<file path="src/rtl/uart_tx_fifo.sv">
// Byte FIFO feeding a UART transmitter; 8N1 by default.
// Define UART_TX_FIFO_PARITY_EN to insert an even-parity bit (8E1).
module uart_tx_fifo #(
  parameter int unsigned CLKS_PER_BIT = 16,
  parameter int unsigned FIFO_DEPTH   = 8
) (
  input  logic                          clk_i,
  input  logic                          rst_i,
  input  logic                          wr_valid_i,
  input  logic [7:0]                    wr_data_i,
  output logic                          wr_ready_o,
  output logic                          ser_tx_o,
  output logic                          busy_o,
  output logic [$clog2(FIFO_DEPTH):0]   fifo_level_o,
  output logic                          tx_done_o
);

  localparam int unsigned PtrW = $clog2(FIFO_DEPTH);
  localparam int unsigned LvlW = PtrW + 1;
  localparam int unsigned CntW = $clog2(CLKS_PER_BIT);
  localparam logic [CntW-1:0] CntLast = CntW'(CLKS_PER_BIT - 1);
  localparam logic [LvlW-1:0] LvlFull = LvlW'(FIFO_DEPTH);

`ifdef UART_TX_FIFO_PARITY_EN
  typedef enum logic [2:0] {StIdle, StStart, StData, StParity, StStop} state_e;
`else
  typedef enum logic [2:0] {StIdle, StStart, StData, StStop} state_e;
`endif

  // FIFO storage and occupancy
  logic [7:0]      mem_q [FIFO_DEPTH];
  logic [PtrW-1:0] wr_ptr_q, rd_ptr_q;
  logic [LvlW-1:0] level_q;
  logic            pend_q;
  logic            push, pop, fifo_empty;

  assign wr_ready_o   = (level_q < LvlFull);
  assign push         = wr_valid_i & wr_ready_o;
  assign fifo_empty   = (level_q == '0);
  assign fifo_level_o = level_q;

  always_ff @(posedge clk_i) begin
    if (push) begin
      mem_q[wr_ptr_q] <= wr_data_i;
    end
  end

  // pend_q is a registered non-empty flag: IDLE starts a frame off it, which keeps the
  // write path one register away from the FSM start decision.
  always_ff @(posedge clk_i or posedge rst_i) begin
    if (rst_i) begin
      wr_ptr_q <= '0;
      rd_ptr_q <= '0;
      level_q  <= '0;
      pend_q   <= 1'b0;
    end else begin
      if (push) wr_ptr_q <= wr_ptr_q + PtrW'(1);
      if (pop)  rd_ptr_q <= rd_ptr_q + PtrW'(1);
      level_q <= level_q + LvlW'(push) - LvlW'(pop);
      pend_q  <= !fifo_empty;
    end
  end

  // Transmitter FSM
  state_e          state_q, state_d;
  logic [CntW-1:0] baud_q, baud_d;
  logic [2:0]      bit_q, bit_d;
  logic [7:0]      data_q, data_d;
  logic            ser_tx_q, ser_tx_d;
  logic            baud_last;

  assign baud_last = (baud_q == CntLast);

  always_ff @(posedge clk_i or posedge rst_i) begin
    if (rst_i) begin
      state_q  <= StIdle;
      baud_q   <= '0;
      bit_q    <= '0;
      data_q   <= '0;
      ser_tx_q <= 1'b1;
    end else begin
      state_q  <= state_d;
      baud_q   <= baud_d;
      bit_q    <= bit_d;
      data_q   <= data_d;
      ser_tx_q <= ser_tx_d;
    end
  end

  always_comb begin
    state_d = state_q;
    baud_d  = baud_q;
    bit_d   = bit_q;
    data_d  = data_q;
    pop     = 1'b0;
    unique case (state_q)
      StIdle: begin
        if (pend_q && !fifo_empty) begin
          pop     = 1'b1;
          data_d  = mem_q[rd_ptr_q];
          baud_d  = '0;
          bit_d   = '0;
          state_d = StStart;
        end
      end
      StStart: begin
        if (baud_last) begin
          baud_d  = '0;
          state_d = StData;
        end else begin
          baud_d = baud_q + CntW'(1);
        end
      end
      StData: begin
        if (baud_last) begin
          baud_d = '0;
          if (bit_q == 3'd7) begin
            bit_d = '0;
`ifdef UART_TX_FIFO_PARITY_EN
            state_d = StParity;
`else
            state_d = StStop;
`endif
          end else begin
            bit_d = bit_q + 3'd1;
          end
        end else begin
          baud_d = baud_q + CntW'(1);
        end
      end
`ifdef UART_TX_FIFO_PARITY_EN
      StParity: begin
        if (baud_last) begin
          baud_d  = '0;
          state_d = StStop;
        end else begin
          baud_d = baud_q + CntW'(1);
        end
      end
`endif
      StStop: begin
        if (baud_last) begin
          baud_d = '0;
          bit_d  = '0;
          // Chain straight into the next start bit when more data is queued.
          if (!fifo_empty) begin
            pop     = 1'b1;
            data_d  = mem_q[rd_ptr_q];
            state_d = StStart;
          end else begin
            state_d = StIdle;
          end
        end else begin
          baud_d = baud_q + CntW'(1);
        end
      end
      default: state_d = StIdle;
    endcase
  end

  // Line level is registered from the next state so it changes in step with state_q.
  always_comb begin
    ser_tx_d = 1'b1;
    unique case (state_d)
      StStart:  ser_tx_d = 1'b0;
      StData:   ser_tx_d = data_d[bit_d];
`ifdef UART_TX_FIFO_PARITY_EN
      StParity: ser_tx_d = ^data_d;
`endif
      default:  ser_tx_d = 1'b1;
    endcase
  end

  assign ser_tx_o  = ser_tx_q;
  assign tx_done_o = (state_q == StStop) && baud_last;
  assign busy_o    = (state_q != StIdle) || !fifo_empty;

endmodule
</file>
<file path="config.mk">
export PLATFORM = sky130hd
export DESIGN_NAME = uart_tx_fifo
export DESIGN_NICKNAME = d
export VERILOG_FILES = /design/src/rtl/uart_tx_fifo.sv
export SDC_FILE = /design/constraint.sdc
export NUM_CORES = 1
export LEC_CHECK = 0
export CAP_MARGIN = 30
export CORE_UTILIZATION = 54
export DETAILED_ROUTE_END_ITERATION = 10
export PLACE_DENSITY = 0.79
export SYNTH_ARGS = -nofsm -noshare
export SYNTH_HDL_FRONTEND = slang
export SYNTH_SLANG_ARGS = --single-unit
</file>
<file path="constraint.sdc">
create_clock -name clk_i -period 2.5 [get_ports clk_i]
set_input_delay 0.375 -clock clk_i [delete_from_list [all_inputs] [get_ports clk_i]]
set_output_delay 0.375 -clock clk_i [all_outputs]
set_load 0.05 [all_outputs]
</file>
== Yosys cells after proc, flatten, opt, wreduce, memory -nomap -nowiden ==
Memories as Yosys holds them, arrays and structs flattened.
Cells that the tools add are included.

* Add/subtract/negate cells: 6
* $lt $le $gt $ge: 2
* Eq/ne operators: 8
* Mux-type cells: 28
* Bitwise gates (word level): 1
* Reduce and logical (&&, ||, !) cells: 10

{| class="wikitable"
|+ Operators with widths
! operator !! number
|-
| two-way mux 3 bit || 9
|-
| two-way mux 8 bit || 3
|-
| one-hot mux 8 bit (2 select lines) || 1
|-
| one-hot mux 3 bit (4 select lines) || 1
|-
| adder 3 x 1 -> 3 bit, second input constant || 3
|-
| equality test 3 x 2 -> 1 bit, second input constant || 3
|-
| one-hot mux 3 bit (3 select lines) || 1
|-
| two-way mux 4 bit || 2
|-
| one-hot mux 4 bit (2 select lines) || 1
|-
| two-way mux 1 bit || 7
|-
| equality test 3 x 1 -> 1 bit, second input constant || 2
|-
| adder 4 x 1 -> 4 bit || 1
|-
| adder 4 x 1 -> 4 bit, second input constant || 1
|-
| equality test 4 bit, second input constant || 1
|-
| logical NOT 4 bit || 1
|-
| < comparator 3 x 4 -> 1 bit, second input constant || 1
|-
| < comparator 4 bit, second input constant || 1
|-
| one-hot mux 1 bit (2 select lines) || 2
|-
| subtractor 4 x 1 -> 4 bit || 1
|-
| binary-select mux 1 bit (select 3 bit) || 1
|-
| equality test 3 bit, second input constant || 1
|-
| logical NOT 3 bit || 1
|-
| nonzero test 3 bit || 1
|-
| OR reduction 3 bit || 1
|-
| other kinds (7) || 8
|}

* Register bits after elaboration: 30
* RAM bits: 64
* Input bits: 11
* Output and inout port bits: 8
* Logic and storage cells: 65
* Memories kept: 1

{| class="wikitable"
|+ Memory list
! name !! depth !! width !! rd ports !! clocked after memory_dff !! wr ports !! RTL line !! text
|-
| mem_q || 8 || 8 || 1 || 0 || 1 || 31 || <nowiki>logic [7:0] mem_q [FIFO_DEPTH];</nowiki>
|}

== Longest topological paths before layout ==
* Word-level depth: 8
* Gate-level depth with buffers: 12
* Mapped depth without buffers: 11

== Least setup slack after synthesis ==
OpenSTA, ideal clock, no wires.

* Path type: register -> register
* From: reg level_q[3], in the netlist fifo_level_o[3]
* To: reg level_q[2], in the netlist fifo_level_o[2]
* Library setup time: 0.123 ns
* Data arrival time: 3.064 ns
* Data required time: 2.377 ns
* Slack: -0.686 ns
* Stages on the path, launching flop included: 13
* Path buffers: 1
* Period minus slack after synthesis: 3.186 ns
* Cells stage by stage: dfrtp_1 inv_1 ha_1 nor3b_2 nor2_1 and2_1 buf_4 ha_1 inv_1 ha_1 inv_1 fa_1 xnor2_1

* Elaborated cells between the ends (all ways): 11
* Classes of those cells: add/sub (2); order compare (1); mux (4); bitwise (1); reduce/logical (3)

{| class="wikitable"
|+ RTL lines
! element !! RTL line !! text
|-
| start: declaration || 33 || <nowiki>logic [LvlW-1:0] level_q;</nowiki>
|-
| start signal: assignment || 59 || <nowiki>level_q <= level_q + LvlW'(push) - LvlW'(pop);</nowiki>
|-
| < comparator 4 bit || 37 || <nowiki>assign wr_ready_o = (level_q < LvlFull);</nowiki>
|-
| via wr_ready_o || 11 || <nowiki>output logic wr_ready_o,</nowiki>
|-
| AND 1 bit || 38 || <nowiki>assign push = wr_valid_i & wr_ready_o;</nowiki>
|-
| adder 4 x 1 -> 4 bit || 59 ||
|-
| subtractor 4 x 1 -> 4 bit || 59 ||
|}

The timed path passes the listed nets, and every way through them passes these cells.
A chain may end at the register's enable or synchronous reset.

== Final worst setup path ==
* From: reg level_q[3], in the netlist fifo_level_o[3]
* To: reg ser_tx_q, in the netlist ser_tx_o

* Cells in the longest elaborated chain, start to end: 8
* Elaborated cells between the ends (all ways): 18
* Classes of those cells: eq/ne (2); mux (13); reduce/logical (3)

{| class="wikitable"
|+ Ends and longest elaborated chain
! element !! RTL line !! text
|-
| logical NOT 4 bit (*) || 39 || <nowiki>assign fifo_empty = (level_q == '0);</nowiki>
|-
| logical NOT 1 bit || 98 || <nowiki>if (pend_q && !fifo_empty) begin</nowiki>
|-
| logical AND 1 bit || 98 ||
|-
| two-way mux 8 bit || 98 ||
|-
| one-hot mux 8 bit (2 select lines) (*) || 96 || <nowiki>unique case (state_q)</nowiki>
|-
| via data_d[5] || 68 || <nowiki>logic [7:0] data_q, data_d;</nowiki>
|-
| binary-select mux 1 bit (select 3 bit) (*) || 166 || <nowiki>StData: ser_tx_d = data_d[bit_d];</nowiki>
|-
| two-way mux 1 bit (implied by the code) (*) || 166 ||
|-
| one-hot mux 1 bit (2 select lines) (*) || 164 || <nowiki>unique case (state_d)</nowiki>
|-
| via ser_tx_d || 69 || <nowiki>logic ser_tx_q, ser_tx_d;</nowiki>
|-
| end signal: assignment || 86 || <nowiki>ser_tx_q <= ser_tx_d;</nowiki>
|-
| end: declaration || 69 ||
|}

The timed path passes the listed nets; every way through them passes the cells marked *. The select of a mux whose other input is x is not followed.

==> results by group <==
CTS
  – CTS tree: built
  – Clk pin slew, worst setup/hold paths: 0.09 ns
  – Hold_buf cts: 0
  – Clock root cell: clkbuf_8
  – Num CTS Buffers: 9
  – Clk buf depth: 2
  – Worst skew pair latency: 0.35 ns
  – CTS sink cnt: 94
  – H-tree levels: 3

Setup path
  – Worst-path cell chain: clkinvlp_4 -> ha_2 -> nor3b_4 -> buf_4 -> nor2_4 -> and2_4 -> buf_4 -> mux2_4 -> o22a_1 -> a41oi_2 -> mux2i_1
  – Reg2reg end: ser_tx_o
  – Worst r2r src: fifo_level_o[3]
  – CP Depth: 11
  – FF-to-FF path depth: 11
  – Max incr delay on CP: approximately 0.40 ns
  – CP top delay family: simple AND/OR/NAND/NOR gates
  – Critical Path Sink: ser_tx_o
  – Worst setup SP type: flop
  – Required @ worst endpoint: roughly 2.8 ns
  – Slowest cell on crit path: dfrtp_2
  – Setup crit end kind: flop
  – Crit path buffers/inverters: 3
  – CP startpoint: fifo_level_o[3]
  – Most frequent CP cell: buf_4
  – CP arrival: between 2 and 3 ns
  – Critical path peak fanout: 11
  – R2R setup slack: 0.11 ns
  – Crit Path Category: flop to flop

Drt
  – Vias: 2278
  – 1st-pass router iterations: 4
  – Via density per instance: 5.72
  – Detail Route Antenna Nets: 0
  – Initial DRC Count: roughly 120
  – Final wirelength: 7140 um
  – Post-DR wirelength/cell: between 15 and 20 um
  – Detailed-route DRC error count: 0

Synth
  – Post-synth EDFFs: 64
  – Synth cell types: between 40 and 50
  – Syn_area_per_cell: 15.8 um^2
  – Post-synthesis sequential area ratio: approximately two thirds
  – FFs w/ async S/R, synth: approximately a third
  – Syn Std Cell Area: roughly 0.0040 mm^2
  – Synth Flop Type: edfxtp_1
  – Synthesized flop and latch total: 94
  – Synth warn: 0
  – Synth Instances: between 200 and 300
  – Synth Net Count: roughly 280

Placed design
  – Placed insts: 380
  – Detailed placement HPWL: 4760 um
  – Routability cong.: between 0.7 and 0.8
  – Post-Place Cell Area: between 0.004 and 0.005 mm^2
  – Port bufs: 18

STA
  – Rel. slew slack: approximately two thirds
  – Final setup skew: slightly below 0.007 ns
  – # setup viols final: 0
  – Worst slew pin tran: about 0.50 ns
  – Max Clk Rate: 0.418 GHz
  – Post-layout minimum cycle time: 2.39 ns
  – RSZ-0062 raised after global routing: false
  – Max-slew violation count: 0
  – Fin crit share: 95.7%
  – Hold Fails Final Rpt: 0

Power and ir drop
  – Pwr dens: roughly 1100 mW/mm^2
  – Peak VDD IR: between 0.5 and 0.6 mV
  – Pleak: between 0.0015 and 0.002 uW

Global route
  – First-pass GRT wire length: 11400 um
  – Total congestion overflow: 0
  – Antenna violations before repair: 0
  – Vias in the first global route: around 2.2k
  – Largest net degree at the start of global routing: 31
  – GRT Util Overall: a little over a fifth

Status
  – Status: complete, no violations

Floorplan
  – Core area: 0.00721 mm^2
  – I/O pin count: 19
  – Die area: roughly 0.0078 mm^2
  – Width of the chip: slightly below 90 um
  – Initial Util: a little under three fifths
  – Core Rows: 31
  – Die height: a little under 90 um

Cells and area
  – Final #Nets: ~320
  – Layout Cells excl Fill: 398
  – Post-Layout Inst Area: between 0.004 and 0.005 mm^2
  – Diodes inserted: 0
  – Area Growth Syn to Fin: 17.1%
  – Share of layout cells above drive strength 1: approximately 22%

Flow run
  – MaxCap Viol Count: 0

Hold path
  – Hold Path Class: primary input to async pin
[cell type report]
type,instances,area (um^2)
sequential,94,2680
fill,529,2500
multi-input combinational,139,1320
timing repair buffer,36,324
clock buffer,9,124
tap,99,124
clock inverter,7,96.3
inverter,14,56.3
[routing by layer]
layer	wire length (um)	GRT usage [%]	up-vias
met5	0	0	-
met2	3680	35.0	48
li1	-	-	1046
met4	187	10.1	0
met3	233	3.82	16
met1	3040	26.3	1168
[synth_stat cells, types with 2 or more instances]
master,instances,area (um^2)
nor3b_1,3,22.5
xnor2_1,3,26.3
and3_1,2,12.5
and2_1,2,12.5
mux4_2,9,203
inv_1,14,52.6
a21oi_1,15,75.1
nor3_1,2,10.0
a21o_1,2,15.0
clkbuf_1,3,11.3
ha_1,10,125
o22a_1,4,35.0
buf_2,2,10.0
nand3_1,8,40.0
xor2_1,4,35.0
nand2_1,15,56.3
o21ai_0,4,20.0
nor2_1,14,52.6
dfrtp_1,29,726
nand2b_1,4,25.0
a32o_1,2,20.0
mux2_2,3,33.8
a31oi_1,3,18.8
mux2i_1,9,90.1
edfxtp_1,64,1920
mux4_1,7,184
buf_4,2,15.0
[worst min-delay path by stage]
stage,startpoint,to,slack [ns]
floorplan,rst_i,baud_q[0],0.46
global placement,data_q[5],data_q[5],0.49
detailed placement,data_q[5],data_q[5],0.48
CTS,rst_i,wr_ptr_q[0],0.39
global route,rst_i,fifo_level_o[1],0.43
finish,rst_i,bit_q[1],0.38
[kinds of logic after synthesis]
family	after synthesis	share of synthesized area (%)
DFF	94	66.4
and+or+nand+nor	55	6.83
AOI/OAI and AO/OA	36	6.03
muxes	29	13.0
buffers and inverters	22	2.49
adders and majority gates	11	3.60
xor gates and xnor gates	7	1.52
other	1	0.0931
[stage by stage]
step | utilization (%) | hold slack [ns] | setup WS [ns] | power (uW) | TNS [ns]
3_5_place_dp | 61.9 | 0.479 | 0.0732 | 3950 | 0
5_1_grt | 65.4 | 0.434 | 0.0108 | 5300 | 0
6_report | 65.4 | 0.385 | 0.108 | 5000 | 0
4_1_cts | 65.0 | 0.387 | 0.0644 | 5030 | 0
3_3_place_gp | 61.9 | 0.489 | 0.165 | 3880 | 0
2_1_floorplan | - | 0.465 | -0.330 | 3450 | -0.799
[tightest hold or removal path, cell delays in order]
cell             delay, ns
clkdlybuf4s50_1       0.39
inv_1                 0.05
buf_4                 0.34
[what timing repair did]
action                     CTS  global route
setup buffers                0             2
cloned                       0             0
pin swaps                    0             1
setup endpoints to repair    1             2
resized for setup            1             5
[cell usage in the layout, fill, tap and decap left out, types with 4 or more instances in the layout]
master,instances
clkdlybuf4s50_1,16
clkinvlp_4,4
buf_4,18
nand2_1,15
inv_1,10
mux4_1,7
a21oi_1,14
clkbuf_8,9
nand3_1,8
xor2_1,4
nor2_1,13
mux4_2,9
edfxtp_1,64
nand2b_1,4
o22a_1,4
mux2i_1,9
o21ai_0,4
dfrtp_1,28
ha_1,7
[registers in the layout, summed over array words and instances (netlist names), 3 cells and up]
| register | count |
|---|---|
| baud_q | 4 |
| bit_q | 3 |
| data_q | 8 |
| fifo_level_o | 4 |
| mem_q | 64 |
| rd_ptr_q | 3 |
| state_q | 3 |
| wr_ptr_q | 3 |
[where the power goes]
group          switching [uW]  internal, uW
sequential                239          1960
clock                     522           563
combinational             880           836
total                    1640          3360
Note: power is estimated with default switching activity, not from simulation.
